File: src/rtl/ftdi_pkg.sv
// ftdi_pkg
//   Shared types and default timing for the FT232H 245-FIFO arbiter.
//   ftdi_state_t : transaction sequencer states
//   ftdi_dir_t   : direction of the last grant (round-robin tie-break)
//   *_DEF        : default pulse/recovery/synchronizer depths in clock cycles
package ftdi_pkg;

    typedef enum logic [2:0] {
        ST_IDLE,
        ST_RD_STROBE,
        ST_WR_SETUP,
        ST_WR_STROBE,
        ST_WR_HOLD,
        ST_RECOVER
    } ftdi_state_t;

    typedef enum logic {
        READ  = 1'b0,
        WRITE = 1'b1
    } ftdi_dir_t;

    localparam int RD_PULSE_DEF    = 3;
    localparam int WR_PULSE_DEF    = 3;
    localparam int RECOVER_DEF     = 3;
    localparam int SYNC_STAGES_DEF = 2;

    function automatic int max3(input int a, input int b, input int c);
        int m;
        m = (a > b) ? a : b;
        return (m > c) ? m : c;
    endfunction

endpackage

File: src/rtl/ftdi_fifo_arbiter_if.sv
// ftdi_fifo_arbiter_if
//   Bundles the FTDI pin-side signals and the two byte-stream handshakes.
//   slave  : arbiter view (drives strobes, ADBUS, rd_*, wr_ready, busy)
//   master : environment view (drives FTDI status, ADBUS pins, requesters)
interface ftdi_fifo_arbiter_if;

    logic       en;
    logic       rxf_n;
    logic       txe_n;
    logic [7:0] adbus_in;
    logic [7:0] adbus_out;
    logic       adbus_oe;
    logic       ftdi_rd_n;
    logic       ftdi_wr_n;
    logic       rd_ready;
    logic [7:0] rd_data;
    logic       rd_valid;
    logic       wr_valid;
    logic [7:0] wr_data;
    logic       wr_ready;
    logic       busy;

    modport slave (
        input  en, rxf_n, txe_n, adbus_in, rd_ready, wr_valid, wr_data,
        output adbus_out, adbus_oe, ftdi_rd_n, ftdi_wr_n, rd_data, rd_valid,
               wr_ready, busy
    );

    modport master (
        output en, rxf_n, txe_n, adbus_in, rd_ready, wr_valid, wr_data,
        input  adbus_out, adbus_oe, ftdi_rd_n, ftdi_wr_n, rd_data, rd_valid,
               wr_ready, busy
    );

endinterface

File: src/rtl/ftdi_fifo_arbiter_bit_sync.sv
// bit_sync
//   STAGES-deep flop chain bringing an asynchronous level into the clock
//   domain. The chain loads rst_val on synchronous reset so the synchronized
//   output starts in a known (inactive) state.
//   clock, reset_n : clock, synchronous active-low reset
//   rst_val        : value every stage takes during reset
//   d / q          : asynchronous input / synchronized output
module bit_sync #(
    parameter int STAGES = 2
) (
    input  logic clock,
    input  logic reset_n,
    input  logic rst_val,
    input  logic d,
    output logic q
);

    logic [STAGES-1:0] chain;

    always_ff @(posedge clock) begin
        if (!reset_n) chain <= {STAGES{rst_val}};
        else          chain <= {chain[STAGES-2:0], d};
    end

    assign q = chain[STAGES-1];

endmodule

File: src/rtl/ftdi_fifo_arbiter.sv
// ftdi_fifo_arbiter
//   Sequences the FT232H async 245-FIFO port and arbitrates its direction
//   between the host->laser read path and the laser->host write path.
//   Owns the ADBUS tri-state enable; ADBUS is only driven in the write states.
//   clock, reset_n : system clock, synchronous active-low reset
//   bus (slave)    : FTDI pins (rxf_n, txe_n, adbus_*, ftdi_rd_n, ftdi_wr_n),
//                    read stream (rd_ready, rd_data, rd_valid),
//                    write stream (wr_valid, wr_data, wr_ready), en, busy
//   RECOVER must be >= SYNC_STAGES+1 and >= 2 so stale status is not re-used.
module ftdi_fifo_arbiter
    import ftdi_pkg::*;
#(
    parameter int RD_PULSE    = RD_PULSE_DEF,
    parameter int WR_PULSE    = WR_PULSE_DEF,
    parameter int RECOVER     = RECOVER_DEF,
    parameter int SYNC_STAGES = SYNC_STAGES_DEF
) (
    input logic              clock,
    input logic              reset_n,
    ftdi_fifo_arbiter_if.slave bus
);

    localparam int CNT_MAX = max3(RD_PULSE, WR_PULSE, RECOVER);
    localparam int CW      = $clog2(CNT_MAX + 1);

    ftdi_state_t     state, state_next;
    ftdi_dir_t       last_dir;
    logic [CW-1:0]   cnt, cnt_next;
    logic            rxf_s, txe_s;
    logic            rd_elig, wr_elig;
    logic            grant_rd, grant_wr;
    logic            rd_sample;
    logic [7:0]      adbus_out_q, rd_data_q;
    logic            rd_valid_q;

    // Status synchronizers reset to 1 so nothing looks available out of reset.
    bit_sync #(.STAGES(SYNC_STAGES)) u_rxf_sync (
        .clock(clock), .reset_n(reset_n), .rst_val(1'b1), .d(bus.rxf_n), .q(rxf_s)
    );
    bit_sync #(.STAGES(SYNC_STAGES)) u_txe_sync (
        .clock(clock), .reset_n(reset_n), .rst_val(1'b1), .d(bus.txe_n), .q(txe_s)
    );

    assign rd_elig = bus.en && !rxf_s && bus.rd_ready;
    assign wr_elig = bus.en && !txe_s && bus.wr_valid;

    // Round-robin only matters on contention: go opposite to last grant.
    assign grant_rd = (state == ST_IDLE) && rd_elig && (!wr_elig || last_dir == WRITE);
    assign grant_wr = (state == ST_IDLE) && wr_elig && (!rd_elig || last_dir == READ);

    assign rd_sample = (state == ST_RD_STROBE) && (cnt == '0);

    always_comb begin
        state_next = state;
        cnt_next   = cnt;
        unique case (state)
            ST_IDLE: begin
                if (grant_rd) begin
                    state_next = ST_RD_STROBE;
                    cnt_next   = CW'(RD_PULSE - 1);
                end else if (grant_wr) begin
                    state_next = ST_WR_SETUP;
                end
            end
            ST_RD_STROBE: begin
                if (cnt == '0) begin
                    state_next = ST_RECOVER;
                    cnt_next   = CW'(RECOVER - 1);
                end else begin
                    cnt_next = cnt - CW'(1);
                end
            end
            ST_WR_SETUP: begin
                state_next = ST_WR_STROBE;
                cnt_next   = CW'(WR_PULSE - 1);
            end
            ST_WR_STROBE: begin
                if (cnt == '0) state_next = ST_WR_HOLD;
                else           cnt_next   = cnt - CW'(1);
            end
            ST_WR_HOLD: begin
                // Hold already spent one idle-strobe cycle, so recover one less.
                state_next = ST_RECOVER;
                cnt_next   = CW'(RECOVER - 2);
            end
            ST_RECOVER: begin
                if (cnt == '0) state_next = ST_IDLE;
                else           cnt_next   = cnt - CW'(1);
            end
            default: begin
                state_next = ST_IDLE;
                cnt_next   = '0;
            end
        endcase
    end

    always_ff @(posedge clock) begin
        if (!reset_n) begin
            state       <= ST_IDLE;
            cnt         <= '0;
            last_dir    <= WRITE;
            adbus_out_q <= 8'h00;
            rd_data_q   <= 8'h00;
            rd_valid_q  <= 1'b0;
        end else begin
            state      <= state_next;
            cnt        <= cnt_next;
            rd_valid_q <= rd_sample;
            if (rd_sample) rd_data_q <= bus.adbus_in;
            if (grant_rd)  last_dir  <= READ;
            if (grant_wr) begin
                last_dir    <= WRITE;
                adbus_out_q <= bus.wr_data;
            end
        end
    end

    // Strobes and OE decode straight from state, so a reset clears them on
    // the same edge that returns the FSM to IDLE.
    assign bus.adbus_oe  = (state == ST_WR_SETUP) || (state == ST_WR_STROBE) ||
                           (state == ST_WR_HOLD);
    assign bus.ftdi_rd_n = (state != ST_RD_STROBE);
    assign bus.ftdi_wr_n = (state != ST_WR_STROBE);
    assign bus.adbus_out = adbus_out_q;
    assign bus.rd_data   = rd_data_q;
    assign bus.rd_valid  = rd_valid_q;
    assign bus.wr_ready  = grant_wr;
    assign bus.busy      = (state != ST_IDLE);

endmodule

File: src/flat_wrapper.sv
// flat-port wrapper written by rule: the top's interface ports become plain ports
module ftdi_fifo_arbiter_flat import ftdi_pkg::*;
#(
    parameter int RD_PULSE    = RD_PULSE_DEF,
    parameter int WR_PULSE    = WR_PULSE_DEF,
    parameter int RECOVER     = RECOVER_DEF,
    parameter int SYNC_STAGES = SYNC_STAGES_DEF
)
  (clock, reset_n, bus_en, bus_rxf_n, bus_txe_n, bus_adbus_in, bus_rd_ready, bus_wr_valid, bus_wr_data, bus_adbus_out, bus_adbus_oe, bus_ftdi_rd_n, bus_ftdi_wr_n, bus_rd_data, bus_rd_valid, bus_wr_ready, bus_busy);
  ftdi_fifo_arbiter_if bus_i ();
  input logic clock;
  input logic reset_n;
  input wire logic [$bits(bus_i.en)-1:0] bus_en;
  input wire logic [$bits(bus_i.rxf_n)-1:0] bus_rxf_n;
  input wire logic [$bits(bus_i.txe_n)-1:0] bus_txe_n;
  input wire logic [$bits(bus_i.adbus_in)-1:0] bus_adbus_in;
  input wire logic [$bits(bus_i.rd_ready)-1:0] bus_rd_ready;
  input wire logic [$bits(bus_i.wr_valid)-1:0] bus_wr_valid;
  input wire logic [$bits(bus_i.wr_data)-1:0] bus_wr_data;
  output wire logic [$bits(bus_i.adbus_out)-1:0] bus_adbus_out;
  output wire logic [$bits(bus_i.adbus_oe)-1:0] bus_adbus_oe;
  output wire logic [$bits(bus_i.ftdi_rd_n)-1:0] bus_ftdi_rd_n;
  output wire logic [$bits(bus_i.ftdi_wr_n)-1:0] bus_ftdi_wr_n;
  output wire logic [$bits(bus_i.rd_data)-1:0] bus_rd_data;
  output wire logic [$bits(bus_i.rd_valid)-1:0] bus_rd_valid;
  output wire logic [$bits(bus_i.wr_ready)-1:0] bus_wr_ready;
  output wire logic [$bits(bus_i.busy)-1:0] bus_busy;
  assign bus_i.en = bus_en;
  assign bus_i.rxf_n = bus_rxf_n;
  assign bus_i.txe_n = bus_txe_n;
  assign bus_i.adbus_in = bus_adbus_in;
  assign bus_i.rd_ready = bus_rd_ready;
  assign bus_i.wr_valid = bus_wr_valid;
  assign bus_i.wr_data = bus_wr_data;
  assign bus_adbus_out = bus_i.adbus_out;
  assign bus_adbus_oe = bus_i.adbus_oe;
  assign bus_ftdi_rd_n = bus_i.ftdi_rd_n;
  assign bus_ftdi_wr_n = bus_i.ftdi_wr_n;
  assign bus_rd_data = bus_i.rd_data;
  assign bus_rd_valid = bus_i.rd_valid;
  assign bus_wr_ready = bus_i.wr_ready;
  assign bus_busy = bus_i.busy;
  ftdi_fifo_arbiter #(.RD_PULSE(RD_PULSE), .WR_PULSE(WR_PULSE), .RECOVER(RECOVER), .SYNC_STAGES(SYNC_STAGES)) u_core (.clock(clock), .reset_n(reset_n), .bus(bus_i));
endmodule
File: config.mk
export PLATFORM = sky130hd
export DESIGN_NAME = ftdi_fifo_arbiter_flat
export DESIGN_NICKNAME = d
export VERILOG_FILES = /design/src/rtl/ftdi_pkg.sv /design/src/rtl/ftdi_fifo_arbiter_if.sv /design/src/rtl/ftdi_fifo_arbiter_bit_sync.sv /design/src/rtl/ftdi_fifo_arbiter.sv /design/src/flat_wrapper.sv
export SDC_FILE = /design/constraint.sdc
export NUM_CORES = 1
export LEC_CHECK = 0
export CORE_MARGIN = 5
export CORE_UTILIZATION = 35
export DETAILED_ROUTE_END_ITERATION = 6
export PLACE_DENSITY = 0.65
export SYNTH_ARGS = -nofsm -noshare
export SYNTH_HDL_FRONTEND = slang
export SYNTH_SLANG_ARGS = --single-unit
File: constraint.sdc
create_clock -name clock -period 1.6 [get_ports clock]
set_input_delay 0.24 -clock clock [delete_from_list [all_inputs] [get_ports clock]]
set_output_delay 0.24 -clock clock [all_outputs]
set_load 0.01 [all_outputs]
==> results of run 1 <==
[sequential cells by signal, indices dropped and copies added (netlist names)]
signal                   cells
u_core.bus.adbus_out         8
u_core.bus.rd_data           8
u_core.state                 3
u_core.cnt                   2
u_core.u_rxf_sync.chain      2
u_core.u_txe_sync.chain      2
u_core.bus.rd_valid          1
u_core.last_dir              1
[kinds of logic after synthesis]
family | after synthesis
XOR/XNOR | 1
AO/OA/AOI/OAI | 12
adder cells (fa/ha/maj) | 2
AND/OR/NAND/NOR | 42
multiplexers | 19
flip-flops | 27
buffers and inverters | 15
[final timing paths]
path                               from                          to  slack (ns)  depth (start not counted)
min          u_core.u_txe_sync.chain[0]  u_core.u_txe_sync.chain[1]        0.42                          1
min reg2reg  u_core.u_txe_sync.chain[0]  u_core.u_txe_sync.chain[1]        0.42                          1
max                     u_core.state[2]               bus_ftdi_rd_n        0.05                          3
max reg2reg             u_core.state[2]       u_core.bus.rd_data[3]        0.06                          6
[power by group through the flow]
stage	combinational, mW	clock (mW)	sequential (mW)
6_report	0.631	0.299	0.773
5_1_grt	0.689	0.339	0.784
4_1_cts	0.593	0.316	0.774
3_5_place_dp	0.591	0	0.781
3_3_place_gp	0.583	0	0.778
2_1_floorplan	0.328	0	0.790
[stage by stage]
| stage | cells | setup WS (ns) | TNS [ns] | instance area (um2) |
|---|---|---|---|---|
| 4_1_cts | 215 | -0.00705 | -0.00705 | 1740 |
| 3_5_place_dp | 210 | -0.302 | -0.617 | 1710 |
| 6_report | 216 | 0.0517 | 0 | 1770 |
| 2_1_floorplan | 118 | 0.168 | 0 | 1190 |
| 3_3_place_gp | 210 | -0.297 | -0.582 | 1710 |
| 5_1_grt | 216 | 0.00475 | 0 | 1770 |
[synth_stat cells]
cell type | n | area (um2)
a21oi_1 | 2 | 10.0
o21ai_0 | 4 | 20.0
a31oi_1 | 2 | 12.5
clkbuf_1 | 3 | 11.3
nand2b_1 | 4 | 25.0
xor2_1 | 1 | 8.76
o22ai_1 | 1 | 6.26
a21bo_2 | 1 | 10.0
mux2i_1 | 19 | 190
nor3_1 | 1 | 5.00
buf_6 | 2 | 22.5
a21boi_0 | 1 | 7.51
nor2b_1 | 17 | 106
buf_2 | 2 | 10.0
buf_1 | 1 | 3.75
nand3b_1 | 4 | 30.0
nor2_1 | 1 | 3.75
nand4_1 | 1 | 6.26
and2_1 | 1 | 6.26
and2_2 | 1 | 7.51
nand3_1 | 2 | 10.0
nand2_1 | 5 | 18.8
inv_1 | 7 | 26.3
or3b_1 | 1 | 8.76
dfxtp_1 | 27 | 541
ha_1 | 2 | 25.0
or3b_2 | 1 | 8.76
a211oi_1 | 1 | 7.51
and3b_1 | 2 | 17.5
nor2_8 | 1 | 20.0
[layer usage]
layer,global-route usage [%],up-vias,wire (um)
li1,-,499,-
met4,5.96,0,34
met1,13.0,446,1070
met3,1.31,2,62
met2,20.8,14,1420
met5,0,-,0
[area by class of cell]
class	instances	share of cell area, %
Inverter	7	1.48
Tap cell	46	3.25
Timing Repair Buffer	55	28.9
Multi-Input combinational cell	77	33.9
Clock buffer	3	1.27
Sequential cell	27	30.8
Clock inverter	1	0.424
[worst max-delay path, cell delays in order (launching register included)]
cell     delay (ns)
dfxtp_2        0.37
buf_6          0.11
or3b_4         0.38
buf_6          0.13
[repair_timing]
action | 4_1_cts | 5_1_grt
cloned | 0 | 1
pin swaps | 1 | 3
endpoints found under the hold margin | 0 | 0
endpoints found under the setup margin | 5 | 11
setup buffers | 1 | 0
gates resized for setup | 23 | 8
==> flow_metrics.tcl, run 1 <==
set metrics [dict create \
    ant_nets 0 \
    synth_top_family_by_area "simple AND/OR/NAND/NOR gates" \
    p_switching_uw 522 \
    pwr-share-seq_pct 45.4 \
    cts_hold_buf 0 \
    synthAdderAreaFrac_pct 2.11 \
    dpl.hpwl_um 1990 \
    synth.mux.area_fraction_pct 16.0 \
    p_per_area_nw_per_um2 962 \
    grt_overflow 0 \
    vias_per_cell 4.45 \
    antenna_found_initial 0 \
    cp-start-kind "register" \
    multiInputGateArea_um2 599 \
    critPathCaptureType "primary output" \
    clock_latency_ns 0.32 \
    drc_errors 0 \
    cts_made_buffers 3 \
    core_um2 3310 \
    ir_drop_uv 334 \
    h-tree-depth 1 \
    row_count 21 \
    swShare_pct 30.7 \
    clock-sinks 27 \
    drv_cap 0 \
    synth.distinct_cells 30 \
    fillCellCount 335 \
    final_common_cell "clkdlybuf4s50_1" \
    hold_path.class "register to register" \
    avgSynthCellArea_um2 10.1 \
    nNetsFinal 196 \
    final.setup_skew_ns 0.00584 \
    via_count 961 \
    clkTransAtPathRegs_ns 0.14 \
    synth_area_um2 1190 \
    criticalPathCategory "register to primary output" \
    fin_crit_sh_pct 96.8 \
    worst_pin_slew_ns 0.318 \
    period_needed_ns 1.55 \
    synth_compound_area_share_pct 6.22 \
    areaGrowthSynthToFinish_pct 49.3 \
    rsz0062_at_grt "no" \
    final_hold_viol_count 0 \
    drt-pass1-iter-count 4 \
    yosys.area_share.xor_xnor_pct 0.738 \
    synth_seq_area_share_pct 45.6 \
    wl_per_cell_um 12.0 \
    cp.arrival_ns 1.31 \
    maxSlewViolCount 0 \
    pwr-share-clk_pct 17.5 \
    clock-root-buffer "clkbuf_4" \
    synth-simple-area-share_pct 23.1 \
    initial_utilization_pct 35.8 \
    fin_util_pct 53.5 \
    finalPower_mw 1.70 \
    cts_tree "built" \
    antenna_cells 0 \
    regArea_um2 546 \
    worst-path-max-fanout 2 \
    drt_iter0_drc 31 \
    p_leak_nw 0.732 \
    grt_pass1_vias 940 \
    die_area_um2 4650 \
    grt_max_degree 17 \
    globalplace.congestion 0.753 \
    synth_fp_nets 143 \
    status "completed" \
    relSlewSlack_pct 78.7 \
    die-width_um 68.2 \
    ys_ff_latch 27 \
    die_y_um 68.2 \
    grt_use_total_pct 11.5 \
    drive_gt1_share_pct 18.2 \
    fmax_mhz 646 \
    io-pin-count 45 \
    cp.required_ns 1.36 \
    yosysWarnings 0 \
    place.port_buffers 44 \
    combPwrFrac_pct 37.1 \
    syn_inst 118 \
    layout_common_cells "clkdlybuf4s50_1 (39), dfxtp_1 (25), mux2i_1 (19)" \
    grt_pass1_wl_um 4050 \
    finalSetupViolations 0 \
    hold_slack_ns 0.424 \
    cts_buffer_depth 2 \
    wl_um 2590 \
    power.internal_mw 1.18 \
]
No activity file was read; power rests on OpenSTA's default activity.
==> inputs of run 2 (changes only) <==
--- a/config.mk
+++ b/config.mk
@@ -9,6 +9,7 @@
 export CORE_UTILIZATION = 35
 export DETAILED_ROUTE_END_ITERATION = 6
 export PLACE_DENSITY = 0.65
+export SKIP_CTS_REPAIR_TIMING = 1
 export SYNTH_ARGS = -nofsm -noshare
 export SYNTH_HDL_FRONTEND = slang
 export SYNTH_SLANG_ARGS = --single-unit
==> flow_metrics.tcl, run 2 (same netlist as run 1, synthesis figures left out) <==
set metrics [dict create \
    drt-pass1-iter-count 4 \
    antenna_cells 0 \
    cp.required_ns 1.36 \
    crit_path_end "bus_busy" \
    status "completed" \
    cp-start-kind "register" \
    cts_buffer_depth 2 \
    worst-path-max-fanout 3 \
    clock-root-buffer "clkbuf_4" \
    die_y_um 68.2 \
    antenna_found_initial 0 \
    via_count 959 \
    worst_pin_slew_ns 0.318 \
    initial_utilization_pct 35.8 \
    met1_length_um 1080 \
    swShare_pct 30.6 \
    fmax_mhz 643 \
    p_leak_nw 0.745 \
    period_needed_ns 1.56 \
    setup_tns_ns 0 \
    grt_max_degree 17 \
    relSlewSlack_pct 78.7 \
    r2r-end "u_core.bus.rd_data[3]" \
    final.setup_skew_ns 0.00579 \
    rrSetupSlack_ns 0.06 \
    wl_met3_um 63 \
    rsz0062_at_grt "yes" \
    globalplace.congestion 0.753 \
    pwr-share-seq_pct 45.2 \
    hold_path.class "register to register" \
    ant_nets 0 \
    r2r_start "u_core.state[2]" \
    drv_cap 0 \
    place.port_buffers 44 \
    die_area_um2 4650 \
    drt_iter0_drc 40 \
    fin_util_pct 53.7 \
    pwr-share-clk_pct 17.4 \
    dpl.hpwl_um 1990 \
    grt_pass1_vias 940 \
    areaGrowthSynthToFinish_pct 49.8 \
    die-width_um 68.2 \
    finalPower_mw 1.72 \
    combPwrFrac_pct 37.3 \
    top_layer_used "met4" \
    routed-wl-met2_um 1420 \
    power.internal_mw 1.19 \
    row_count 21 \
    drive_gt1_share_pct 18.2 \
    grt_use_total_pct 11.4 \
    core_um2 3310 \
    layout_common_cells "clkdlybuf4s50_1 (39), dfxtp_1 (24), mux2i_1 (19)" \
    final_hold_viol_count 0 \
    ff2ff_path_depth 6 \
    clock-sinks 27 \
    cp.arrival_ns 1.32 \
    grt_pass1_wl_um 4030 \
    h-tree-depth 1 \
    critPathCaptureType "primary output" \
    vias_per_cell 4.44 \
    ir_drop_uv 341 \
    clkTransAtPathRegs_ns 0.15 \
    p_per_area_nw_per_um2 965 \
    io-pin-count 45 \
    criticalPathCategory "register to primary output" \
    crit_start "u_core.state[1]" \
    cts_made_buffers 3 \
    nNetsFinal 196 \
    wl_um 2600 \
    fin_crit_sh_pct 97.2 \
    maxSlewViolCount 0 \
    cts_tree "built" \
    final_common_cell "clkdlybuf4s50_1" \
    clock_latency_ns 0.32 \
    wl_per_cell_um 12.0 \
    finalSetupViolations 0 \
    drc_errors 0 \
    p_switching_uw 524 \
    grt_overflow 0 \
]
[run 2: critical path: stages, from the launching register on]
cell,delay [ns]
dfxtp_2,0.37
nor3_4,0.19
buf_4,0.13
buf_4,0.09
inv_1,0.04
dlymetal6s2s_1,0.16
[run 2: worst min-delay path by stage]
stage                          startpoint                          to  slack (ns)  cells after the start
5_1_grt        u_core.u_rxf_sync.chain[0]  u_core.u_rxf_sync.chain[1]        0.44                      1
3_3_place_gp   u_core.u_txe_sync.chain[0]  u_core.u_txe_sync.chain[1]        0.39                      1
6_report       u_core.u_txe_sync.chain[0]  u_core.u_txe_sync.chain[1]        0.42                      1
4_1_cts        u_core.u_txe_sync.chain[0]  u_core.u_txe_sync.chain[1]        0.43                      1
3_5_place_dp   u_core.u_txe_sync.chain[0]  u_core.u_txe_sync.chain[1]        0.39                      1
2_1_floorplan                   bus_rxf_n  u_core.u_rxf_sync.chain[0]        0.34                      1
[run 2: power by group through the flow]
stage          Sequential, mW  Clock [mW]  Combinational [mW]
2_1_floorplan           0.790           0               0.328
3_3_place_gp            0.778           0               0.583
3_5_place_dp            0.781           0               0.591
4_1_cts                 0.766       0.316               0.594
5_1_grt                 0.786       0.339               0.696
6_report                0.776       0.299               0.641
[run 2: through the flow]
stage                     area (um2)  std cells  hold slack, ns  worst slack, ns
after detailed placement        1710        210           0.394           -0.302
after global placement          1710        210           0.391           -0.297
final                           1780        216           0.424           0.0446
after floorplan                 1190        118           0.341            0.168
after global routing            1780        216           0.441          -0.0103
after CTS                       1740        214           0.428           -0.453
[run 2: routing by layer]
| metal | global-route usage [%] | up-vias |
|---|---|---|
| li1 | - | 497 |
| met1 | 12.8 | 446 |
| met2 | 20.8 | 14 |
| met3 | 1.31 | 2 |
| met4 | 5.96 | 0 |
| met5 | 0 | - |
[run 2: layout make-up]
cell class | count | area, um2
clock inverters | 1 | 7.51
repair buffers | 55 | 519
fillers | 332 | 1530
multi-input cells | 77 | 599
inverters | 7 | 26.3
well taps | 46 | 57.6
flip-flops and latches | 27 | 544
clock buffers | 3 | 22.5
